### config.mk
export PLATFORM = sky130hd
export DESIGN_NAME = bridge_reg_arbiter
export DESIGN_NICKNAME = d
export VERILOG_FILES = /design/src/rtl/bridge_arb_pkg.sv /design/src/rtl/bridge_addr_decode.sv /design/src/rtl/bridge_reg_arbiter.sv
export SDC_FILE = /design/constraint.sdc
export NUM_CORES = 1
export LEC_CHECK = 0
export BUFFER_PORTS_ARGS = -buffer_cell sky130_fd_sc_hd__buf_2
export CORE_AREA = 2 2 131 133
export CTS_CLUSTER_DIAMETER = 100
export DETAILED_ROUTE_END_ITERATION = 6
export DIE_AREA = 0 0 133 135
export GPL_ROUTABILITY_DRIVEN = 1
export PLACE_DENSITY = 0.74
export SLEW_MARGIN = 30
export SYNTH_ARGS = -nofsm -noshare
export SYNTH_HDL_FRONTEND = slang
export SYNTH_SLANG_ARGS = --single-unit
### constraint.sdc
create_clock -name clk_74a -period 4.3 [get_ports clk_74a]
set_clock_uncertainty 0.1 [all_clocks]
set_input_delay 0.215 -clock clk_74a [delete_from_list [all_inputs] [get_ports clk_74a]]
set_output_delay 0.215 -clock clk_74a [all_outputs]
set_load 0.03 [all_outputs]
### src/rtl/bridge_arb_pkg.sv
// Shared types and constants for the APF bridge register arbiter and its slave wrappers.
package bridge_arb_pkg;

    localparam int unsigned ARB_MAX_SLAVES    = 4;
    localparam int unsigned ARB_DATA_W        = 32;
    localparam int unsigned ARB_CNT_W         = 8;
    localparam logic [31:0] ARB_UNMAPPED_DATA = 32'hFFFF_FFFF;

    typedef logic [ARB_MAX_SLAVES-1:0] slave_sel_t;

    typedef enum logic [1:0] {
        IDLE     = 2'd0,
        RD_ISSUE = 2'd1,
        RD_WAIT  = 2'd2
    } arb_state_t;

    // Read request held while a slave read is in flight
    typedef struct packed {
        logic [ARB_DATA_W-1:0] addr;
        slave_sel_t            sel;
    } rd_req_t;

endpackage

### src/rtl/bridge_addr_decode.sv
// Region comparator and lowest-index priority select on bridge_addr[31:24].
module bridge_addr_decode
    import bridge_arb_pkg::*;
#(
    parameter int unsigned                     N_SLAVES  = 4,
    parameter logic [8*ARB_MAX_SLAVES-1:0]     REGION_LO = {8'h40, 8'h20, 8'h10, 8'hF0},
    parameter logic [8*ARB_MAX_SLAVES-1:0]     REGION_HI = {8'h4F, 8'h3F, 8'h1F, 8'hFF}
) (
    input  logic [7:0]                addr_hi,
    output logic [ARB_MAX_SLAVES-1:0] hit,
    output logic                      unmapped
);

    logic [ARB_MAX_SLAVES-1:0] in_rng;

    for (genvar g = 0; g < ARB_MAX_SLAVES; g++) begin : g_rng
        if (g < N_SLAVES) begin : g_en
            assign in_rng[g] = (addr_hi >= REGION_LO[8*g +: 8]) &&
                               (addr_hi <= REGION_HI[8*g +: 8]);
        end else begin : g_off
            assign in_rng[g] = 1'b0;
        end
    end

    // Isolate the lowest set bit so overlapping regions resolve to the lowest index
    assign hit      = in_rng & (~in_rng + ARB_MAX_SLAVES'(1));
    assign unmapped = ~|in_rng;

endmodule

### src/rtl/bridge_reg_arbiter.sv
// Shares the APF bridge register port between up to four register slaves:
// registered write strobes plus a read sequencer with timeout and overrun flags.
module bridge_reg_arbiter
    import bridge_arb_pkg::*;
#(
    parameter int unsigned                 N_SLAVES      = 4,
    parameter logic [8*ARB_MAX_SLAVES-1:0] REGION_LO     = {8'h40, 8'h20, 8'h10, 8'hF0},
    parameter logic [8*ARB_MAX_SLAVES-1:0] REGION_HI     = {8'h4F, 8'h3F, 8'h1F, 8'hFF},
    parameter int unsigned                 TIMEOUT       = 255,
    parameter logic [31:0]                 UNMAPPED_DATA = ARB_UNMAPPED_DATA
) (
    input  logic                   clk_74a,
    input  logic                   reset,
    input  logic [31:0]            bridge_addr,
    input  logic                   bridge_wr,
    input  logic [31:0]            bridge_wr_data,
    input  logic                   bridge_rd,
    output logic [31:0]            bridge_rd_data,
    output logic [31:0]            s_addr,
    output logic [31:0]            s_wr_data,
    output logic [N_SLAVES-1:0]    s_wr,
    output logic [N_SLAVES-1:0]    s_rd,
    input  logic [32*N_SLAVES-1:0] s_rd_data,
    input  logic [N_SLAVES-1:0]    s_rd_valid,
    output logic                   rd_busy,
    output logic                   err_timeout,
    output logic                   err_overrun,
    input  logic                   err_clr
);

    localparam int unsigned        CNT_W       = ARB_CNT_W;
    localparam logic [CNT_W-1:0]   TIMEOUT_CNT = CNT_W'(TIMEOUT);
    localparam logic [CNT_W-1:0]   CNT_MAX     = '1;

    arb_state_t                state_q, state_d;
    rd_req_t                   req_q, req_d;
    logic [CNT_W-1:0]          cnt_q, cnt_d;
    logic [31:0]               rd_data_d, s_addr_d, s_wr_data_d;
    logic [N_SLAVES-1:0]       s_wr_d, s_rd_d;
    logic                      rd_busy_d, err_timeout_d, err_overrun_d;
    logic                      tmo_set, ovr_set;

    logic [ARB_MAX_SLAVES-1:0] wr_hit, rd_hit;
    logic                      wr_unmapped, rd_unmapped;
    logic                      wr_go;
    logic [N_SLAVES-1:0]       sel_n;
    logic [31:0]               sel_data;
    logic                      sel_valid;

    bridge_addr_decode #(
        .N_SLAVES  (N_SLAVES),
        .REGION_LO (REGION_LO),
        .REGION_HI (REGION_HI)
    ) u_wr_decode (
        .addr_hi  (bridge_addr[31:24]),
        .hit      (wr_hit),
        .unmapped (wr_unmapped)
    );

    bridge_addr_decode #(
        .N_SLAVES  (N_SLAVES),
        .REGION_LO (REGION_LO),
        .REGION_HI (REGION_HI)
    ) u_rd_decode (
        .addr_hi  (bridge_addr[31:24]),
        .hit      (rd_hit),
        .unmapped (rd_unmapped)
    );

    assign wr_go     = bridge_wr & ~wr_unmapped;
    assign sel_n     = req_q.sel[N_SLAVES-1:0];
    assign sel_valid = |(s_rd_valid & sel_n);

    // Selected slave's read data; the select is one-hot so an AND-OR mux suffices
    always_comb begin
        sel_data = '0;
        for (int i = 0; i < N_SLAVES; i++) begin
            sel_data = sel_data | (s_rd_data[32*i +: 32] & {32{sel_n[i]}});
        end
    end

    always_comb begin
        state_d       = state_q;
        req_d         = req_q;
        cnt_d         = cnt_q;
        rd_data_d     = bridge_rd_data;
        s_addr_d      = s_addr;
        s_wr_data_d   = s_wr_data;
        s_wr_d        = '0;
        s_rd_d        = '0;
        tmo_set       = 1'b0;
        ovr_set       = 1'b0;

        if (wr_go) begin
            s_wr_d      = wr_hit[N_SLAVES-1:0];
            s_addr_d    = bridge_addr;
            s_wr_data_d = bridge_wr_data;
        end

        case (state_q)
            IDLE: begin
                if (bridge_rd) begin
                    if (rd_unmapped) begin
                        rd_data_d = UNMAPPED_DATA;
                    end else begin
                        req_d.addr = bridge_addr;
                        req_d.sel  = rd_hit;
                        state_d    = RD_ISSUE;
                    end
                end
            end
            RD_ISSUE: begin
                // A write strobe going out next cycle owns s_addr; hold the read one more cycle
                if (!wr_go) begin
                    s_rd_d   = sel_n;
                    s_addr_d = req_q.addr;
                    cnt_d    = '0;
                    state_d  = RD_WAIT;
                end
            end
            RD_WAIT: begin
                if (sel_valid) begin
                    rd_data_d = sel_data;
                    state_d   = IDLE;
                end else if (cnt_q == TIMEOUT_CNT) begin
                    rd_data_d = UNMAPPED_DATA;
                    tmo_set   = 1'b1;
                    state_d   = IDLE;
                end else if (cnt_q != CNT_MAX) begin
                    cnt_d = cnt_q + CNT_W'(1);
                end
            end
            default: begin
                state_d = IDLE;
            end
        endcase

        if (bridge_rd && rd_busy) begin
            ovr_set = 1'b1;
        end

        rd_busy_d     = (state_d != IDLE);
        err_timeout_d = tmo_set | (err_timeout & ~err_clr);
        err_overrun_d = ovr_set | (err_overrun & ~err_clr);
    end

    always_ff @(posedge clk_74a or posedge reset) begin
        if (reset) begin
            state_q        <= IDLE;
            req_q          <= '0;
            cnt_q          <= '0;
            bridge_rd_data <= '0;
            s_addr         <= '0;
            s_wr_data      <= '0;
            s_wr           <= '0;
            s_rd           <= '0;
            rd_busy        <= 1'b0;
            err_timeout    <= 1'b0;
            err_overrun    <= 1'b0;
        end else begin
            state_q        <= state_d;
            req_q          <= req_d;
            cnt_q          <= cnt_d;
            bridge_rd_data <= rd_data_d;
            s_addr         <= s_addr_d;
            s_wr_data      <= s_wr_data_d;
            s_wr           <= s_wr_d;
            s_rd           <= s_rd_d;
            rd_busy        <= rd_busy_d;
            err_timeout    <= err_timeout_d;
            err_overrun    <= err_overrun_d;
        end
    end

endmodule
Word level (Yosys, flattened, before mapping). Cells that the tools add are included.

Register bits after elaboration: 153. Output and inout bits: 107. Input port bits: 201. Word-level logic and storage cells: 89.

Magnitude comparators: 8. Add/sub/neg operators: 2. Reductions and logical operators: 14. Bitwise operators: 16. Mux-type cells: 26. Equality and inequality tests: 11.

Operators with widths (number): two-way mux 32 bit (7); AND 32 bit (4); OR 32 bit (3); one-hot mux 32 bit (2 select lines) (1); two-way mux 8 bit (4); one-hot mux 8 bit (2 select lines) (1); two-way mux 4 bit (3); != test 2 bit (second input constant) (6); two-way mux 2 bit (5); adder 8 x 1 -> 8 bit (second input constant) (1); AND 4 bit (2); equality test 8 bit (second input constant) (1); greater-or-equal comparator 8 x 5 -> 1 bit (second input constant) (1); greater-or-equal comparator 8 x 6 -> 1 bit (second input constant) (1); greater-or-equal comparator 8 x 7 -> 1 bit (second input constant) (1); greater-or-equal comparator 8 bit (second input constant) (1); <= comparator 8 x 5 -> 1 bit (second input constant) (1); <= comparator 8 x 6 -> 1 bit (second input constant) (1); <= comparator 8 x 7 -> 1 bit (second input constant) (1); <= comparator 8 bit (second input constant) (1); != test 8 bit (second input constant) (1); OR reduction 4 bit (2); one-hot mux 2 bit (3 select lines) (1); nonzero test 2 bit (3); 14 further kinds (24).

Depth between registers and ports, before layout. Gate-level depths: netlist of the first run.

Depth after elaboration: 7. Gate-level depth with buffers: 7. Gate-level depth less buffers: 5.

Cells and area by module. From an unflattened synthesis of the first run, not the netlist that was laid out.

Cells, all modules: 678. Area, all modules: 6931.6 µm².

Modules (own cells, without submodules): bridge_reg_arbiter (area an instance 6806.5 µm², sequential area each 3828.7 µm², cells an instance 666, instances 1); bridge_addr_decode (area an instance 62.6 µm², sequential area each 0.0 µm², cells an instance 6, instances 2).

Worst setup path after synthesis of the first run. Ideal clock, no wire load.

Kind: register to register. Start point: register req_q, in the netlist sel_n[2]. End point: register cnt_q[3]. Required time: 4.123 ns. Data arrival time: 1.562 ns. Slack: 2.561 ns. Cell stages (with the launch flop): 7. Path buffers: 2. Period minus slack after synthesis: 1.739 ns. Setup time: 0.077 ns. Cells stage by stage: dfrtp_1 buf_2 a22oi_2 nand3_1 buf_2 or4_1 a21oi_1.

Word-level cells in the longest chain between the ends: 4.

Ends and longest elaborated chain: start: declaration (RTL line bridge_reg_arbiter.sv:36) `rd_req_t req_q, req_d;`; start signal: assignment (RTL line bridge_reg_arbiter.sv:162) `req_q <= req_d;`; AND 4 bit (RTL line bridge_reg_arbiter.sv:72) `assign sel_valid = |(s_rd_valid & sel_n);`; OR reduction 4 bit (RTL line bridge_reg_arbiter.sv:72); != test 2 bit (no line); AND reduction 5 bit (no line); end signal: assignment (RTL line bridge_reg_arbiter.sv:163) `cnt_q <= cnt_d;`; end: declaration (RTL line bridge_reg_arbiter.sv:37) `logic [CNT_W-1:0] cnt_q, cnt_d;`.

No other way between the ends. A chain may end at the register's enable or synchronous reset.

Worst setup path in the final report of the first run.
Start point: input bridge_rd. End point: register req_q[32] (netlist name).

Word-level cells in the longest chain between the ends: 1.

Ends and longest elaborated chain: start: declaration (RTL line bridge_reg_arbiter.sv:17) `input logic bridge_rd,`; AND reduction 3 bit (no line).

No other way between the ends.

==> results of run 1 <==
-- layout by cell type, fill, tap and decap left out, types with 32 or more instances in the layout --
cell | netlist | layout
sky130_fd_sc_hd__a32oi_1 | 32 | 32
sky130_fd_sc_hd__inv_1 | 37 | 36
sky130_fd_sc_hd__a22o_1 | 32 | 32
sky130_fd_sc_hd__dfrtp_1 | 153 | 153
sky130_fd_sc_hd__dlygate4sd3_1 | 0 | 63
sky130_fd_sc_hd__o21ai_0 | 35 | 35
sky130_fd_sc_hd__nand2_1 | 137 | 136
sky130_fd_sc_hd__a221oi_1 | 32 | 32
sky130_fd_sc_hd__buf_2 | 18 | 307
sky130_fd_sc_hd__mux2i_1 | 34 | 34
-- state kept, by name, indices dropped and copies added, names as in the netlist --
signal / flops
sel_n: 4
s_rd: 4
bridge_rd_data: 32
err_overrun: 1
rd_busy: 1
err_timeout: 1
s_wr_data: 32
cnt_q: 8
s_addr: 32
s_wr: 4
req_q: 32
state_q: 2
-- per-stage QoR --
| stage | power, mW | cells | util |
|---|---|---|---|
| floorplan | 3.82 | 642 | - |
| global placement | 4.48 | 1129 | 0.529 |
| detailed placement | 4.54 | 1129 | 0.529 |
| CTS | 6.22 | 1224 | 0.607 |
| global route | 6.53 | 1228 | 0.609 |
| finish | 6.21 | 1230 | 0.610 |
-- metal layers --
metal / routed length (um) / up-vias
met5: 0 / -
met4: 635 / 0
met3: 1740 / 42
met2: 11100 / 300
met1: 8620 / 3086
li1: - / 3029
-- worst paths after layout --
kind / cells after the start / to / slack [ns] / startpoint
max: 6 / req_q[32]$_DFFE_PP0P_ / 2.14 / bridge_rd
max in group asynchronous: 4 / bridge_rd_data[2]$_DFFE_PP0P_ / 3.15 / reset
min in group asynchronous: 4 / s_addr[10]$_DFF_PP0_ / 0.38 / reset
min: 3 / bridge_rd_data[22]$_DFFE_PP0P_ / 0.02 / s_rd_data[86]
max reg2reg: 4 / req_q[32]$_DFFE_PP0P_ / 2.15 / state_q[0]$_DFF_PP0_
min reg2reg: 2 / s_wr_data[8]$_DFFE_PP0N_ / 0.37 / s_wr_data[8]$_DFFE_PP0N_
-- layout make-up --
class	instances	share of cell area
Sequential cell	153	0.383
Multi-Input combinational cell	402	0.281
Timing Repair Buffer	381	0.229
Clock buffer	20	0.0457
Tap cell	220	0.0275
Clock inverter	12	0.0188
Inverter	37	0.0143
Antenna cell	5	0.00125
-- power by group through the flow --
stage,logic [mW],clock network (mW),registers [mW]
6_report,2.32,1.62,2.27
5_1_grt,2.49,1.72,2.33
4_1_cts,2.32,1.65,2.26
3_5_place_dp,2.27,0,2.28
3_3_place_gp,2.23,0,2.26
2_1_floorplan,0.864,0,2.95
-- what timing repair did --
item	in CTS	in global routing
hold endpoints to repair	173	0
hold buffers	63	0
buffers inserted	0	0
-- logic make-up (layout without fill, tap and decap cells) --
family                     Yosys count  after routing  share of synthesized area
adders and majority gates            1              1                    0.00178
and+or+nand+nor                    181            181                      0.115
muxes                               66             66                      0.105
AOI/OAI and AO/OA                  154            154                      0.175
DFF                                153            153                      0.545
buffers and inverters               87            450                     0.0582
other                                0              5                          0
-- worst reg2reg max path, cell delays in order, from the launching register on --
cell,delay (ns)
sky130_fd_sc_hd__dfrtp_1,0.42
sky130_fd_sc_hd__nor3b_1,0.50
sky130_fd_sc_hd__o41ai_4,0.30
sky130_fd_sc_hd__buf_4,0.35
sky130_fd_sc_hd__mux2_4,0.36
==> flow_metrics.py, run 1 <==
metrics = {
    "placement": {
        "io_buffer_count": 307,
        "placed_area_um2": 8680,
        "place.detailed.hpwl_mm": 14.8,
        "dp_slack_ns": 1.85,
        "place_congestion": 0.795,
    },
    "critical_path": {
        "critical-path-top-delay-family": "buffers and inverters",
        "crit_type": "in -> reg",
        "crit_slowest_cell": "sky130_fd_sc_hd__dlygate4sd3_1",
        "start_kind": "input port",
        "cp_data_arrival_time_ns": 2.36,
        "critPathRequiredTime_ns": 4.50,
        "setup.worst_path.end_class": "flip-flop",
        "critical_path.max_fanout": 29,
        "cp_num_buf_inv": 3,
        "path_cells": "dlygate4sd3_1 > buf_2 > nor3b_1 > o41ai_4 > buf_4 > mux2_4",
        "crit_path_max_cell_delay_ns": 0.52,
    },
    "power_and_ir_drop": {
        "switching_share": 0.385,
        "power.combinational.fraction": 0.374,
        "leakage_nw": 5.17,
        "p_sw_mw": 2.39,
        "worst_ir_drop_vdd_mv": 0.414,
        "power_per_cell_area_nw_per_um2": 621,
        "internal_power_mw": 3.82,
        "power_frac_seq": 0.366,
        "power_frac_clock": 0.261,
    },
    "global_routing": {
        "groute.layer.met1.usage": 0.290,
        "maximum_number_of_pins_on_one_net_before_global_route_repair": 96,
        "grt_antenna_before_repair": 4,
        "grt_busiest_layer": "met2",
        "global_route_met3_usage": 0.0747,
        "grtUsageTotal": 0.246,
        "wire_length_of_the_first_global_routing_pass_mm": 34.4,
        "overflow": 0,
        "grt_pass1_vias": 6636,
        "grt.met2_usage": 0.415,
    },
    "drt": {
        "drc": 0,
        "routed_wirelength_mm": 22.1,
        "routed-via-count": 6457,
        "post_drt_wl_per_cell_um": 17.9,
        "drtPass1Iterations": 5,
        "antenna_violating_nets_post_route": 0,
        "first_iter_violations": 308,
        "routed_via_density": 5.25,
    },
    "die": {
        "die_area_um2": 18000,
        "die-height_um": 135,
        "ports": 308,
        "floorplan.rows": 47,
        "die_x_um": 133,
        "core_region_area_um2": 16400,
        "initial_cell_density_of_the_core": 0.428,
    },
    "timing": {
        "period_utilisation_layout": 0.503,
        "setup_viol": 0,
        "period_minus_slack_ns": 2.16,
        "timing.slew.headroom": 0.428,
        "fin_tns_setup_ns": 0,
        "tightest_slew_ns": 0.855,
        "timing.final.max_slew_violations": 0,
        "rsz0062_at_grt": "no",
        "post-route-worst-setup-slack_ns": 2.14,
        "max_freq_mhz": 462,
        "hold-worst-slack_ns": 0.0159,
        "finalHoldViolCount": 0,
    },
    "cells_and_area": {
        "post-route-cell-area_um2": 10000,
        "layout-drive-gt1-share": 0.398,
        "syn_to_final_growth_pct": 42.3,
        "area_used_by_multi_input_combinational_logic_um2": 2810,
        "nets": 1194,
        "register_area_um2": 3830,
        "number_of_fill_cells_in_the_layout": 1356,
    },
    "logic_synthesis": {
        "postSynthNetCount": 844,
        "number_of_synthesized_register_bits": 153,
        "syn_avg_cell_area_um2": 10.9,
        "netlist_top_cells_count": "sky130_fd_sc_hd__dfrtp_1 (153), sky130_fd_sc_hd__nand2_1 (137), sky130_fd_sc_hd__inv_1 (37), sky130_fd_sc_hd__o21ai_0 (35), sky130_fd_sc_hd__mux2i_1 (34)",
        "ys.warnings.count": 0,
        "synthDistinctLibCells": 45,
        "synth.yosys.seq_area_share": 0.545,
        "leading_cell_types_by_total_area_after_synthesis": "sky130_fd_sc_hd__dfrtp_1 (54%), sky130_fd_sc_hd__nand2_1 (7.3%), sky130_fd_sc_hd__mux2i_1 (4.8%)",
        "netlist.top_cell.by_area": "sky130_fd_sc_hd__dfrtp_1",
        "yosys_most_used_dff": "sky130_fd_sc_hd__dfrtp_1",
        "cells_after_synth": 642,
        "ys_async_sr_fraction": 1.00,
        "synth_enable_flop_cells": 0,
        "yosys.cell_count.top_type": "sky130_fd_sc_hd__dfrtp_1",
        "syn_area_um2": 7030,
        "synth_top_cell_area_share": 0.545,
    },
    "clocking": {
        "clk_pin_slew_worst_paths_ns": 0.06,
        "cts.sinks": 153,
        "tritoncts_clock_tree": "built",
        "clock_insertion_delay_at_the_later_pin_of_the_skew_report_ns": 0.42,
        "cts.root.buffer_cell": "sky130_fd_sc_hd__clkbuf_16",
        "cts_buffers": 17,
        "cts_max_path_buffers": 2,
        "cts_repair_resize_count": 0,
        "clock_tree.htree_level_count": 4,
    },
    "worst_hold_path": {
        "holdCritPathClass": "in -> reg",
    },
    "status": {
        "outcome": "finished, final reports clean",
    },
    "job": {
        "max_cap_viol_count": 0,
    },
}
Note: power is estimated with default switching activity, not from simulation.
==> run 2, diff against run 1 <==
ABC_AREA = 1   (was unset)
CORE_AREA = 2 2 135 137   (was 2 2 131 133)
DIE_AREA = 0 0 137 139   (was 0 0 133 135)
clock period = 1.9 ns   (was 4.3 ns; I/O delays follow)
==> flow_metrics.py, run 2 <==
metrics = {
    "status": {
        "outcome": "finished, final reports clean",
    },
    "cells_and_area": {
        "nets": 1563,
        "syn_to_final_growth_pct": 41.5,
        "final_core_utilization": 0.609,
        "layout-drive-gt1-share": 0.280,
        "area_used_by_multi_input_combinational_logic_um2": 3210,
        "number_of_fill_cells_in_the_layout": 1555,
        "register_area_um2": 3830,
        "most_common_cell_after_layout_fill_and_taps_aside": "sky130_fd_sc_hd__nand2_1",
        "layout.cells.most_common_list": "sky130_fd_sc_hd__nand2_1 (468), sky130_fd_sc_hd__buf_2 (307), sky130_fd_sc_hd__dfrtp_1 (153)",
    },
    "clocking": {
        "cts_buffers": 17,
        "clock_tree.htree_level_count": 4,
        "tritoncts_clock_tree": "built",
        "cts.repair_timing.setup_buffer_count": 0,
        "clock_insertion_delay_at_the_later_pin_of_the_skew_report_ns": 0.42,
        "cts.sinks": 153,
        "cts_max_path_buffers": 2,
        "clk_pin_slew_worst_paths_ns": 0.06,
        "cts.root.buffer_cell": "sky130_fd_sc_hd__clkbuf_16",
    },
    "timing": {
        "hold-worst-slack_ns": 0.0133,
        "period_minus_slack_ns": 1.75,
        "setup_viol": 0,
        "post-route-worst-setup-slack_ns": 0.148,
        "period_utilisation_layout": 0.922,
        "rsz0062_at_grt": "no",
        "finalHoldViolCount": 0,
        "fin_tns_setup_ns": 0,
        "tightest_slew_ns": 0.615,
        "timing.slew.headroom": 0.590,
        "max_freq_mhz": 571,
        "timing.final.max_slew_violations": 0,
    },
    "drt": {
        "wl_met3_mm": 1.75,
        "routed_via_density": 4.85,
        "post_drt_wl_per_cell_um": 15.2,
        "routed_wirelength_mm": 24.5,
        "first_iter_violations": 413,
        "drtPass1Iterations": 5,
        "highest-signal-layer": "met4",
        "wl_met2_mm": 12.0,
        "drc": 0,
        "antenna_violating_nets_post_route": 0,
        "routed-via-count": 7800,
        "met1_length_mm": 10.0,
    },
    "power_and_ir_drop": {
        "worst_ir_drop_vdd_mv": 0.896,
        "power_per_cell_area_nw_per_um2": 1420,
        "leakage_nw": 5.88,
    },
    "logic_synthesis": {
        "yosys_most_used_dff": "sky130_fd_sc_hd__dfrtp_1",
        "synth.yosys.seq_area_share": 0.504,
        "synthDistinctLibCells": 29,
        "postSynthNetCount": 1192,
        "synth_top_cell_area_share": 0.504,
        "cells_after_synth": 990,
        "synth_enable_flop_cells": 0,
        "syn_area_um2": 7600,
        "ys_async_sr_fraction": 1.00,
        "number_of_synthesized_register_bits": 153,
        "netlist.top_cell.by_area": "sky130_fd_sc_hd__dfrtp_1",
        "syn_avg_cell_area_um2": 7.68,
        "ys.warnings.count": 0,
        "netlist_top_cells_count": "sky130_fd_sc_hd__nand2_1 (469), sky130_fd_sc_hd__dfrtp_1 (153), sky130_fd_sc_hd__inv_1 (52), sky130_fd_sc_hd__nor2_1 (50), sky130_fd_sc_hd__o21ai_0 (47)",
        "yosys.cell_count.top_type": "sky130_fd_sc_hd__nand2_1",
        "leading_cell_types_by_total_area_after_synthesis": "sky130_fd_sc_hd__dfrtp_1 (50%), sky130_fd_sc_hd__nand2_1 (23%), sky130_fd_sc_hd__mux2i_1 (4.1%)",
    },
    "global_routing": {
        "grt_pass1_vias": 7435,
        "maximum_number_of_pins_on_one_net_before_global_route_repair": 113,
        "wire_length_of_the_first_global_routing_pass_mm": 37.9,
        "grt_antenna_before_repair": 6,
        "overflow": 0,
        "grtUsageTotal": 0.254,
    },
    "worst_hold_path": {
        "holdCritPathClass": "in -> reg",
    },
    "job": {
        "max_cap_viol_count": 0,
    },
    "die": {
        "initial_cell_density_of_the_core": 0.430,
        "die_area_um2": 19000,
        "core_region_area_um2": 17700,
        "ports": 308,
        "die_x_um": 137,
        "die-height_um": 139,
        "floorplan.rows": 49,
    },
    "critical_path": {
        "crit_slowest_cell": "sky130_fd_sc_hd__dlygate4sd3_1",
        "crit_path_max_cell_delay_ns": 0.57,
        "cp_data_arrival_time_ns": 2.00,
        "setup.worst_path.end_class": "flip-flop",
        "start_kind": "flip-flop",
        "crit_type": "reg -> reg",
        "critPathRequiredTime_ns": 2.15,
        "critical_path.max_fanout": 4,
        "path_cells": "ha_1 > inv_1 > nor2_2 > nand2_1 > o22ai_1 > dlygate4sd3_1",
    },
    "placement": {
        "dp_slack_ns": 0.135,
        "place_congestion": 0.891,
        "io_buffer_count": 307,
        "place.detailed.hpwl_mm": 16.7,
    },
}
[run 2: cell types whose count changed after synthesis, moves of 32 or more]
cell                       delta
sky130_fd_sc_hd__a221oi_1    -32
sky130_fd_sc_hd__nor2_1      +42
sky130_fd_sc_hd__nand3_1     +38
sky130_fd_sc_hd__nand2_1    +332
sky130_fd_sc_hd__a22o_1      -32
sky130_fd_sc_hd__a32oi_1     -32
[run 2: path summary, 6_finish.rpt]
kind	from	to	slack [ns]	depth (start not counted)
max	cnt_q[0]$_DFFE_PP0P_	err_timeout$_DFF_PP0_	0.15	6
min	s_rd_data[123]	bridge_rd_data[27]$_DFFE_PP0P_	0.01	7
max reg2reg	cnt_q[0]$_DFFE_PP0P_	err_timeout$_DFF_PP0_	0.15	6
min reg2reg	s_wr_data[21]$_DFFE_PP0N_	s_wr_data[21]$_DFFE_PP0N_	0.37	2
max in group asynchronous	reset	s_addr[9]$_DFF_PP0_	0.91	4
min in group asynchronous	reset	s_addr[0]$_DFF_PP0_	0.33	4
[run 2: logic make-up after synthesis]
group	after synthesis	share of synthesized area
compound gates	75	0.0510
xor+xnor	2	0.00230
fa+ha+maj	1	0.00165
buf+inv	117	0.0737
flops	153	0.504
mux	31	0.0408
simple gates	611	0.327
[run 2: metrics by stage]
stage               cells  instance area (um2)  power, mW
detailed placement   1494                 9380       11.7
finish               1607                10800       15.3
CTS                  1602                10700       15.3
global placement     1494                 9380       11.6
global route         1607                10800       16.3
floorplan             990                 7600       9.59
[run 2: where the power goes]
| part | switching (mW) | total, mW | leakage [nW] | internal, mW |
|---|---|---|---|---|
| logic | 4.50 | 6.70 | 3.71 | 2.20 |
| clock network | 1.40 | 3.38 | 0.275 | 1.99 |
| registers | 0.713 | 5.18 | 1.89 | 4.47 |
[run 2: final cells by class]
cell class,instances,share of cell area
sequential,153,0.356
clock inverter,12,0.0131
tap,229,0.0266
multi-input combinational,720,0.299
timing repair buffer,413,0.243
clock buffer,19,0.0412
inverter,56,0.0199
antenna,5,0.00116
[run 2: worst max-delay path, delay by kind of cell (launching register included)]
kind,cells,cell delay [ns]
adder cells (fa/ha/maj),1,0.20
buffers and inverters,2,0.63
flip-flops,1,0.39
AO/OA/AOI/OAI,1,0.13
AND/OR/NAND/NOR,2,0.24
[run 2: what timing repair did]
action	CTS	global route
hold buffers	77	0
resized for setup	0	2
endpoints found under the setup margin	0	7
endpoints found under the hold margin	265	0
[run 2: metal layers]
layer | vias up | GRT usage
li1 | 3859 | -
met1 | 3568 | 0.317
met2 | 333 | 0.427
met3 | 40 | 0.0548
met4 | 0 | 0.101
met5 | - | 0
